--- src/rtl/vedic_pkg.sv ---
// Shared definitions for the sequential Vedic 16x16 multiplier:
// FSM state encoding and the default operand width.
package vedic_pkg;

    localparam int VEDIC_WIDTH_DEF = 16;

    typedef enum logic [2:0] {
        IDLE = 3'd0,
        P0   = 3'd1,
        P1   = 3'd2,
        P2   = 3'd3,
        P3   = 3'd4,
        DONE = 3'd5
    } vedic_state_e;

endpackage

--- src/rtl/vedic_mult_half.sv ---
// Combinational HxH unsigned multiplier, Urdhva-Tiryagbhyam form:
// each product column k is the vertical/crosswise sum of x[i]&y[j]
// with i+j == k, and the column sums are weighted and added.
module vedic_mult_half
    import vedic_pkg::*;
#(
    parameter int H = VEDIC_WIDTH_DEF / 2
) (
    input  logic [H-1:0]   x,
    input  logic [H-1:0]   y,
    output logic [2*H-1:0] p
);

    localparam int CW = $clog2(H + 1);
    localparam int PW = 2 * H;

    logic [CW-1:0] col;

    // Crosswise column sums folded into the weighted product.
    always_comb begin
        p   = '0;
        col = '0;
        for (int k = 0; k < 2 * H - 1; k++) begin
            col = '0;
            for (int i = 0; i < H; i++) begin
                for (int j = 0; j < H; j++) begin
                    if (i + j == k) begin
                        col = col + CW'(x[i] & y[j]);
                    end
                end
            end
            p = p + (PW'(col) << k);
        end
    end

endmodule

--- src/rtl/vedic_mult16_seq.sv ---
// Sequential N x N unsigned multiplier built from one shared HxH Vedic
// sub-multiplier, producing one partial product per cycle (P0..P3).
// Optional macro VEDIC_ZERO_BYPASS_EN: a zero operand skips P1..P3 and
// presents prod = 0 one edge after the accept.
//
// state | meaning
// IDLE  | ready for operands
// P0    | acc  = aL*bL
// P1    | acc += (aH*bL) << H
// P2    | acc += (aL*bH) << H
// P3    | acc += (aH*bH) << N
// DONE  | prod valid, waiting for out_ready
module vedic_mult16_seq
    import vedic_pkg::*;
#(
    parameter int N = VEDIC_WIDTH_DEF   // even, >= 4
) (
    input  logic           clk,
    input  logic           rst,
    input  logic           in_valid,
    output logic           in_ready,
    input  logic [N-1:0]   a,
    input  logic [N-1:0]   b,
    output logic           out_valid,
    input  logic           out_ready,
    output logic [2*N-1:0] prod
);

    localparam int H = N / 2;

    localparam logic [2:0] ST_IDLE = IDLE;
    localparam logic [2:0] ST_P0   = P0;
    localparam logic [2:0] ST_P1   = P1;
    localparam logic [2:0] ST_P2   = P2;
    localparam logic [2:0] ST_P3   = P3;
    localparam logic [2:0] ST_DONE = DONE;

    logic [2:0]     state;
    logic [N-1:0]   a_q;
    logic [N-1:0]   b_q;
    logic [2*N-1:0] acc;

    logic [H-1:0]   mul_x;
    logic [H-1:0]   mul_y;
    logic [2*H-1:0] pp;
    logic [3*H-1:0] addend;
    logic [3*H-1:0] acc_hi_sum;

    // Select the operand halves for the partial product of this state.
    always_comb begin
        mul_x = a_q[H-1:0];
        mul_y = b_q[H-1:0];
        case (state)
            ST_P1: mul_x = a_q[N-1:H];
            ST_P2: mul_y = b_q[N-1:H];
            ST_P3: begin
                mul_x = a_q[N-1:H];
                mul_y = b_q[N-1:H];
            end
            default: ;
        endcase
    end

    vedic_mult_half #(.H(H)) u_half (
        .x (mul_x),
        .y (mul_y),
        .p (pp)
    );

    // Accumulate on acc[2N-1:H]; the P3 term sits H bits further up.
    // The carry out of this 3H-bit add is dropped since a*b < 2^(2N).
    always_comb begin
        addend     = (state == ST_P3) ? {pp, {H{1'b0}}} : {{H{1'b0}}, pp};
        acc_hi_sum = acc[2*N-1:H] + addend;
    end

    // Handshake FSM, operand capture and accumulator update.
    always_ff @(posedge clk) begin
        if (rst) begin
            state <= ST_IDLE;
            a_q   <= '0;
            b_q   <= '0;
            acc   <= '0;
        end else begin
            case (state)
                ST_IDLE: begin
                    if (in_valid) begin
                        a_q   <= a;
                        b_q   <= b;
                        state <= ST_P0;
                    end
                end
                ST_P0: begin
`ifdef VEDIC_ZERO_BYPASS_EN
                    if (a_q == '0 || b_q == '0) begin
                        acc   <= '0;
                        state <= ST_DONE;
                    end else begin
                        acc   <= {{N{1'b0}}, pp};
                        state <= ST_P1;
                    end
`else
                    acc   <= {{N{1'b0}}, pp};
                    state <= ST_P1;
`endif
                end
                ST_P1: begin
                    acc[2*N-1:H] <= acc_hi_sum;
                    state        <= ST_P2;
                end
                ST_P2: begin
                    acc[2*N-1:H] <= acc_hi_sum;
                    state        <= ST_P3;
                end
                ST_P3: begin
                    acc[2*N-1:H] <= acc_hi_sum;
                    state        <= ST_DONE;
                end
                ST_DONE: begin
                    if (out_ready) begin
                        state <= ST_IDLE;
                    end
                end
                default: state <= ST_IDLE;
            endcase
        end
    end

    // Outputs decoded from state; prod is masked outside DONE.
    always_comb begin
        in_ready  = (state == ST_IDLE);
        out_valid = (state == ST_DONE);
        prod      = out_valid ? acc : '0;
    end

endmodule

--- config.mk ---
export PLATFORM = sky130hd
export DESIGN_NAME = vedic_mult16_seq
export DESIGN_NICKNAME = d
export VERILOG_FILES = /design/src/rtl/vedic_pkg.sv /design/src/rtl/vedic_mult_half.sv /design/src/rtl/vedic_mult16_seq.sv
export SDC_FILE = /design/constraint.sdc
export NUM_CORES = 1
export LEC_CHECK = 0
export ABC_AREA = 0
export CORE_UTILIZATION = 59
export DETAILED_ROUTE_END_ITERATION = 8
export HOLD_SLACK_MARGIN = 0.15
export PLACE_DENSITY = 0.81
export SETUP_SLACK_MARGIN = 0.2
export SYNTH_ARGS = -nofsm -noshare
export SYNTH_HDL_FRONTEND = slang
export SYNTH_HIERARCHICAL = 1
export SYNTH_SLANG_ARGS = --single-unit
--- constraint.sdc ---
create_clock -name clk -period 8.4 [get_ports clk]
set_input_delay 0.84 -clock clk [delete_from_list [all_inputs] [get_ports clk]]
set_output_delay 0.84 -clock clk [all_outputs]
set_load 0.03 [all_outputs]
Yosys cells after proc, flatten, opt, wreduce, memory -nomap -nowiden
Index checks and enable logic that the tools add are counted.
Cells by class
  add/sub/neg operators: 64
  eq/ne operators: 7
  mux-type cells: 8
  bitwise gates (word level): 64
  reductions and logical operators: 7
Operators by type and width (count)
  4-bit adder: 47
  1-bit bitwise AND: 64
  16-bit by 15-bit adder with 16-bit output: 3
  24-bit one-hot mux with 2 select lines: 1
  32-bit 2-to-1 mux: 1
  24-bit adder: 1
  24-bit 2-to-1 mux: 1
  3-bit one-hot mux with 6 select lines: 1
  16-bit by 10-bit adder with 16-bit output: 1
  16-bit by 11-bit adder with 16-bit output: 1
  16-bit by 12-bit adder with 16-bit output: 1
  16-bit by 13-bit adder with 16-bit output: 1
  16-bit by 14-bit adder with 16-bit output: 1
  16-bit adder: 1
  16-bit by 6-bit adder with 16-bit output: 1
  16-bit by 7-bit adder with 16-bit output: 1
  16-bit by 8-bit adder with 16-bit output: 1
  16-bit by 9-bit adder with 16-bit output: 1
  8-bit 2-to-1 mux: 2
  4-bit by 5-bit adder with 6-bit output: 1
  3-bit by 2-bit == test with 1-bit output (second input constant): 2
  3-bit == test (second input constant): 2
  3-bit 2-to-1 mux: 2
  1-bit by 1-bit adder with 2-bit output: 2
  8 further kinds: 10
Storage, ports and cells
  flip-flop bits (word level): 67
  output and inout port bits: 34

Depth between registers and ports, before layout
  depth in word-level cells: 22
  gate-level depth with buffers: 35
  mapped depth without buffers: 32

Cells and area by module
The synthesis kept the hierarchy.
Modules (own cells, without submodules)
  vedic_mult16_seq: times used 1, cells an instance 591, area an instance 4401.7 µm², seq. area each 1341.3 µm²
  vedic_mult_half: times used 1, cells an instance 252, area an instance 2143.3 µm², seq. area each 0.0 µm²

Least setup slack after synthesis
Ideal clock, no wire load.
  path type: register to register
  start point: reg state[1]
  end point: reg acc[31]
  library setup time: 0.120 ns
  arrival: 7.443 ns
  data required time: 8.280 ns
  path slack: 0.838 ns
  stages on the path, launching flop included: 31
  buffers on the path: 2
  clock period less this slack: 7.562 ns
  path through: dfxtp_1 buf_2 nand2b_1 a21oi_1 mux2_2 nand2_1 fa_1 fa_1 fa_1 inv_1 ha_1 fa_1 inv_1 fa_1 inv_1 ha_1 o21ai_1 o21ai_2 a2111oi_2 or3_1 xnor2_1 nand2_1 nand2_1 ha_1 clkbuf_1 a21o_1 o2111ai_1 a21oi_2 a211oi_2 mux2_1 a211o_1
On the way
  cells in the longest elaborated chain, start to end: 22
  elaborated cells between the ends (all ways): 140
  classes of those cells: add/sub (64); eq/ne (4); mux (4); bitwise (64); reduce/logical (4)
RTL lines
  start: declaration: RTL line vedic_mult16_seq.sv:38  | logic [2:0] state;
  start signal: assignment: RTL line vedic_mult16_seq.sv:80  | state <= ST_IDLE;
  start signal: assignment: RTL line vedic_mult16_seq.sv:90  | state <= ST_P0;
  start signal: assignment: RTL line vedic_mult16_seq.sv:104  | state <= ST_P1;
  3-bit == test or 3-bit by 2-bit == test with 1-bit output (tied branches): RTL line vedic_mult16_seq.sv:53  | case (state)
  2-bit OR reduction (no line) *
  8-bit 2-to-1 mux *: RTL line vedic_mult16_seq.sv:53
  net mul_x[1]: RTL line vedic_mult16_seq.sv:43  | logic [H-1:0] mul_x;
  1-bit bitwise AND: RTL line vedic_mult_half.sv:28  | col = col + CW'(x[i] & y[j]);
  4-bit adder: RTL line vedic_mult_half.sv:28
  4-bit by 5-bit adder with 6-bit output or 4-bit adder (tied branches): RTL line vedic_mult_half.sv:32, vedic_mult_half.sv:28
  16-bit by 6-bit adder with 16-bit output or 4-bit adder (tied branches): RTL line vedic_mult_half.sv:32, vedic_mult_half.sv:28
  [... 7 more ...]
  16-bit by 14-bit adder with 16-bit output *: RTL line vedic_mult_half.sv:32  | p = p + (PW'(col) << k);
  16-bit by 15-bit adder with 16-bit output *: RTL line vedic_mult_half.sv:32
  16-bit adder *: RTL line vedic_mult_half.sv:32
  16-bit by 15-bit adder with 16-bit output * (2 in series): RTL line vedic_mult_half.sv:32
  net pp[14]: RTL line vedic_mult16_seq.sv:45  | logic [2*H-1:0] pp;
  24-bit 2-to-1 mux *: RTL line vedic_mult16_seq.sv:73  | addend = (state == ST_P3) ? {pp, {H{1'b0}}} : {{H{1'b0}}, pp};
  24-bit adder *: RTL line vedic_mult16_seq.sv:74  | acc_hi_sum = acc[2*N-1:H] + addend;
  24-bit one-hot mux with 2 select lines *: RTL line vedic_mult16_seq.sv:85  | case (state)
  end signal: assignment: RTL line vedic_mult16_seq.sv:103  | acc <= {{N{1'b0}}, pp};
  end signal: indexed assignment: RTL line vedic_mult16_seq.sv:108  | acc[2*N-1:H] <= acc_hi_sum;
  end signal: indexed assignment: RTL line vedic_mult16_seq.sv:112  | acc[2*N-1:H] <= acc_hi_sum;
  end: declaration: RTL line vedic_mult16_seq.sv:41  | logic [2*N-1:0] acc;
The timed path passes the listed nets; every way through them passes the cells marked *.
A chain may end at the register's enable or synchronous reset.

Worst setup path after layout
  start point: reg state[2]
  end point: reg acc[31]
The elaborated chain is that of the path after synthesis.

==> impl_metrics.py <==
metrics = {
    "cts": {
        "cts_hold_buf": 0,
        "cts_tree": "yes",
        "htree_num_levels": 3,
        "numCtsBuffers": 9,
        "insertion_delay_ns": 0.40,
        "cts-root-buf": "clkbuf_8",
        "cts_buffer_depth": 2,
        "clkSinkCount": 67,
        "clk_pin_slew_worst_paths_ns": 0.09,
    },
    "drt": {
        "dr_total_vias": 5942,
        "viasPerCell": 5.730,
        "drc": 0,
        "drtPass1Iterations": 4,
        "drtIter0Drc": 324,
        "wire_per_inst_um": 16.89,
        "detail-route-antenna-nets": 0,
        "drt-total-wl_um": 17520,
    },
    "synthesis": {
        "ys.flop_type": "dfxtp_1",
        "synthesis.nets": 981,
        "syn-mean-instance-area_um2": 7.764,
        "synth_area_leaders": "dfxtp_1, ha_1, fa_1",
        "yosysTopAreaCell": "dfxtp_1",
        "synth.ff_latch_count": 67,
        "synthCells": 843,
        "syn-cell-area_um2": 6545,
        "synth_edf_count": 0,
        "ys_seq_area_share_pct": 20.49,
        "yosysTopAreaCellShare_pct": 20.49,
        "synthArstFlopShare_pct": 0,
        "synth_warnings": 6,
        "synth.distinct_cells": 63,
    },
    "worst_setup_path": {
        "crit_type": "reg -> reg",
        "start_kind": "flip-flop",
        "crit_family": "adder cells",
        "reg2reg_slack_ns": 0.55,
        "cpMostUsedCell": "fa_1",
        "cp_data_required_time_ns": 8.70,
        "crit_arrival_ns": 8.15,
        "reg2regPathDepth": 29,
        "endpoint_kind": "flip-flop",
        "r2r_start": "state[2]$_SDFFE_PP0P_",
        "cpMaxStageDelayCell": "fa_1",
        "slowest_delay_ns": 0.54,
        "crit_buf_inv": 5,
        "timing.rr.end": "acc[31]$_SDFFE_PP0P_",
        "critPathMaxFanout": 10,
    },
    "cells_and_area": {
        "final_cell_mix": "nand2_1, inv_1, a21oi_1",
        "n_antenna_cell": 0,
        "drive_gt1_share_pct": 7.358,
        "mostFrequentLayoutCell": "nand2_1",
        "finalInstanceArea_um2": 7520,
        "nets": 1030,
        "layout.cells.non_filler": 1037,
        "area_delta_synth_final_pct": 14.89,
    },
    "power_and_ir_drop": {
        "finalPower_uw": 944.2,
        "vdd_ir_drop_max_mv": 0.1330,
        "p_leak_nw": 3.516,
        "p_per_area_nw_per_um2": 125.6,
    },
    "sta": {
        "finClkSkew_ns": 0.02399,
        "finalSetupTns_ns": 0,
        "setup_viol": 0,
        "rsz0062_at_grt": "no",
        "hold_violations": 0,
        "slew_headroom_pct": 31.39,
        "slew_viol_final": 0,
        "period_needed_ns": 7.854,
        "worst_slew_pin_slew_ns": 1.025,
        "max_freq_mhz": 127.3,
        "fin_crit_sh_pct": 93.50,
    },
    "floorplan": {
        "core_um2": 10840,
        "initial_utilization_pct": 60.38,
        "die_x_um": 107.3,
        "io_pins": 70,
        "rows": 38,
        "dieArea_um2": 11520,
        "die_h_um": 107.3,
    },
    "global_routing": {
        "grt_pass1_vias": 6022,
        "grt_first_pass_wirelength_um": 28880,
        "grt_antenna_before_repair": 0,
        "grt_max_degree": 58,
        "grt_usage_pct": 32.35,
        "overflow": 0,
    },
    "flow_run": {
        "cap_violations": 0,
    },
    "place": {
        "postPlaceCellArea_um2": 7286,
        "globalplace.congestion": 0.9613,
        "place_inst": 1019,
        "portBuffers": 69,
        "hpwl_um": 13300,
    },
    "hold_path": {
        "holdCritStartpoint": "acc[7]$_SDFFE_PP0P_",
        "worstHoldEndpoint": "acc[7]$_SDFFE_PP0P_",
        "hp-class": "reg -> reg",
        "whs_path_depth": 2,
    },
    "status": {
        "status": "finished clean",
    },
}
==> what timing repair did <==
item	4_1_cts	5_1_grt
setup buffers	0	2
setup endpoints to repair	0	4
gates resized for setup	0	7
==> per-stage QoR <==
stage	utilization (%)	worst slack, ns	hold slack (ns)
after floorplan	-	0.8376	0.4319
after global placement	67.21	0.6526	0.4386
after detailed placement	67.21	0.5231	0.4441
after CTS	68.89	0.4397	0.4558
after global routing	69.37	0.2116	0.4717
final	69.37	0.5460	0.4523
==> cell usage after synthesis, types with 2 or more instances <==
cell	number
mux2_2	16
or2_1	2
nor3_1	4
a211oi_1	7
xnor2_1	17
a211oi_2	3
a21o_1	13
o21a_1	3
o21ai_0	13
and4_1	3
inv_1	73
a31oi_1	2
o31ai_1	2
ha_1	63
and3_1	33
nand2b_1	6
o2111ai_1	2
fa_1	39
clkbuf_1	31
o21bai_1	3
nand3_1	9
and2_1	54
a311oi_1	5
nor2b_1	2
a221oi_1	3
nor2_1	33
a211o_1	3
dfxtp_1	67
buf_6	2
buf_2	6
a21oi_1	73
nand2_1	182
xor2_1	15
nand4_1	8
or3_1	3
o21ai_1	16
==> state kept, by name, indices dropped and copies added, names as in the netlist <==
register  count
acc          32
b_q          16
a_q          16
state         3
==> cell type report <==
| cell class | instances | area [um2] |
|---|---|---|
| Tap cell | 140 | 175.2 |
| Timing Repair Buffer | 78 | 753.2 |
| Inverter | 73 | 274.0 |
| Clock buffer | 9 | 123.9 |
| Fill cell | 895 | 3321 |
| Sequential cell | 67 | 1343 |
| Clock inverter | 7 | 58.81 |
| Multi-Input combinational cell | 663 | 4792 |
==> cell families (layout without fill, tap and decap cells) <==
family,after synthesis,after routing,synth area share [%]
AO/OA/AOI/OAI,163,163,15.91
XOR/XNOR,32,32,4.282
adder cells (fa/ha/maj),102,102,23.97
buffers and inverters,113,167,6.825
flip-flops,67,67,20.49
multiplexers,17,17,2.925
AND/OR/NAND/NOR,349,349,25.60
==> worst max path at each step <==
| stage | from | to | slack, ns | depth (start not counted) |
|---|---|---|---|---|
| 3_3_place_gp | state[1]$_SDFFE_PP0P_ | acc[30]$_SDFFE_PP0P_ | 0.65 | 30 |
| 2_1_floorplan | state[1]$_SDFFE_PP0P_ | acc[31]$_SDFFE_PP0P_ | 0.84 | 30 |
| 3_5_place_dp | state[1]$_SDFFE_PP0P_ | acc[30]$_SDFFE_PP0P_ | 0.52 | 30 |
| 4_1_cts | state[1]$_SDFFE_PP0P_ | acc[30]$_SDFFE_PP0P_ | 0.44 | 30 |
| 6_report | state[2]$_SDFFE_PP0P_ | acc[31]$_SDFFE_PP0P_ | 0.55 | 29 |
| 5_1_grt | state[2]$_SDFFE_PP0P_ | acc[31]$_SDFFE_PP0P_ | 0.21 | 29 |
==> report_power, final <==
part / internal, mW / switching (mW)
sequential: 0.342 / 0.0184
clock: 0.112 / 0.160
combinational: 0.113 / 0.199
==> layer usage <==
| metal | vias to the layer above | wire length, um | track usage, % |
|---|---|---|---|
| li1 | 2919 | - | - |
| met1 | 2777 | 7282 | 38.44 |
| met2 | 198 | 8777 | 56.59 |
| met3 | 48 | 888 | 5.932 |
| met4 | 0 | 569 | 14.68 |
| met5 | - | 0 | 0 |
==> worst reg2reg max path: cells and delay by family, from the launching register on <==
family	cells	cell delay (ns)
mux	2	0.80
flops	1	0.44
fa+ha+maj	8	3.49
xor+xnor	1	0.15
compound gates	10	1.91
buf+inv	5	0.52
simple gates	3	0.44
(Power assumes the default switching activity.)
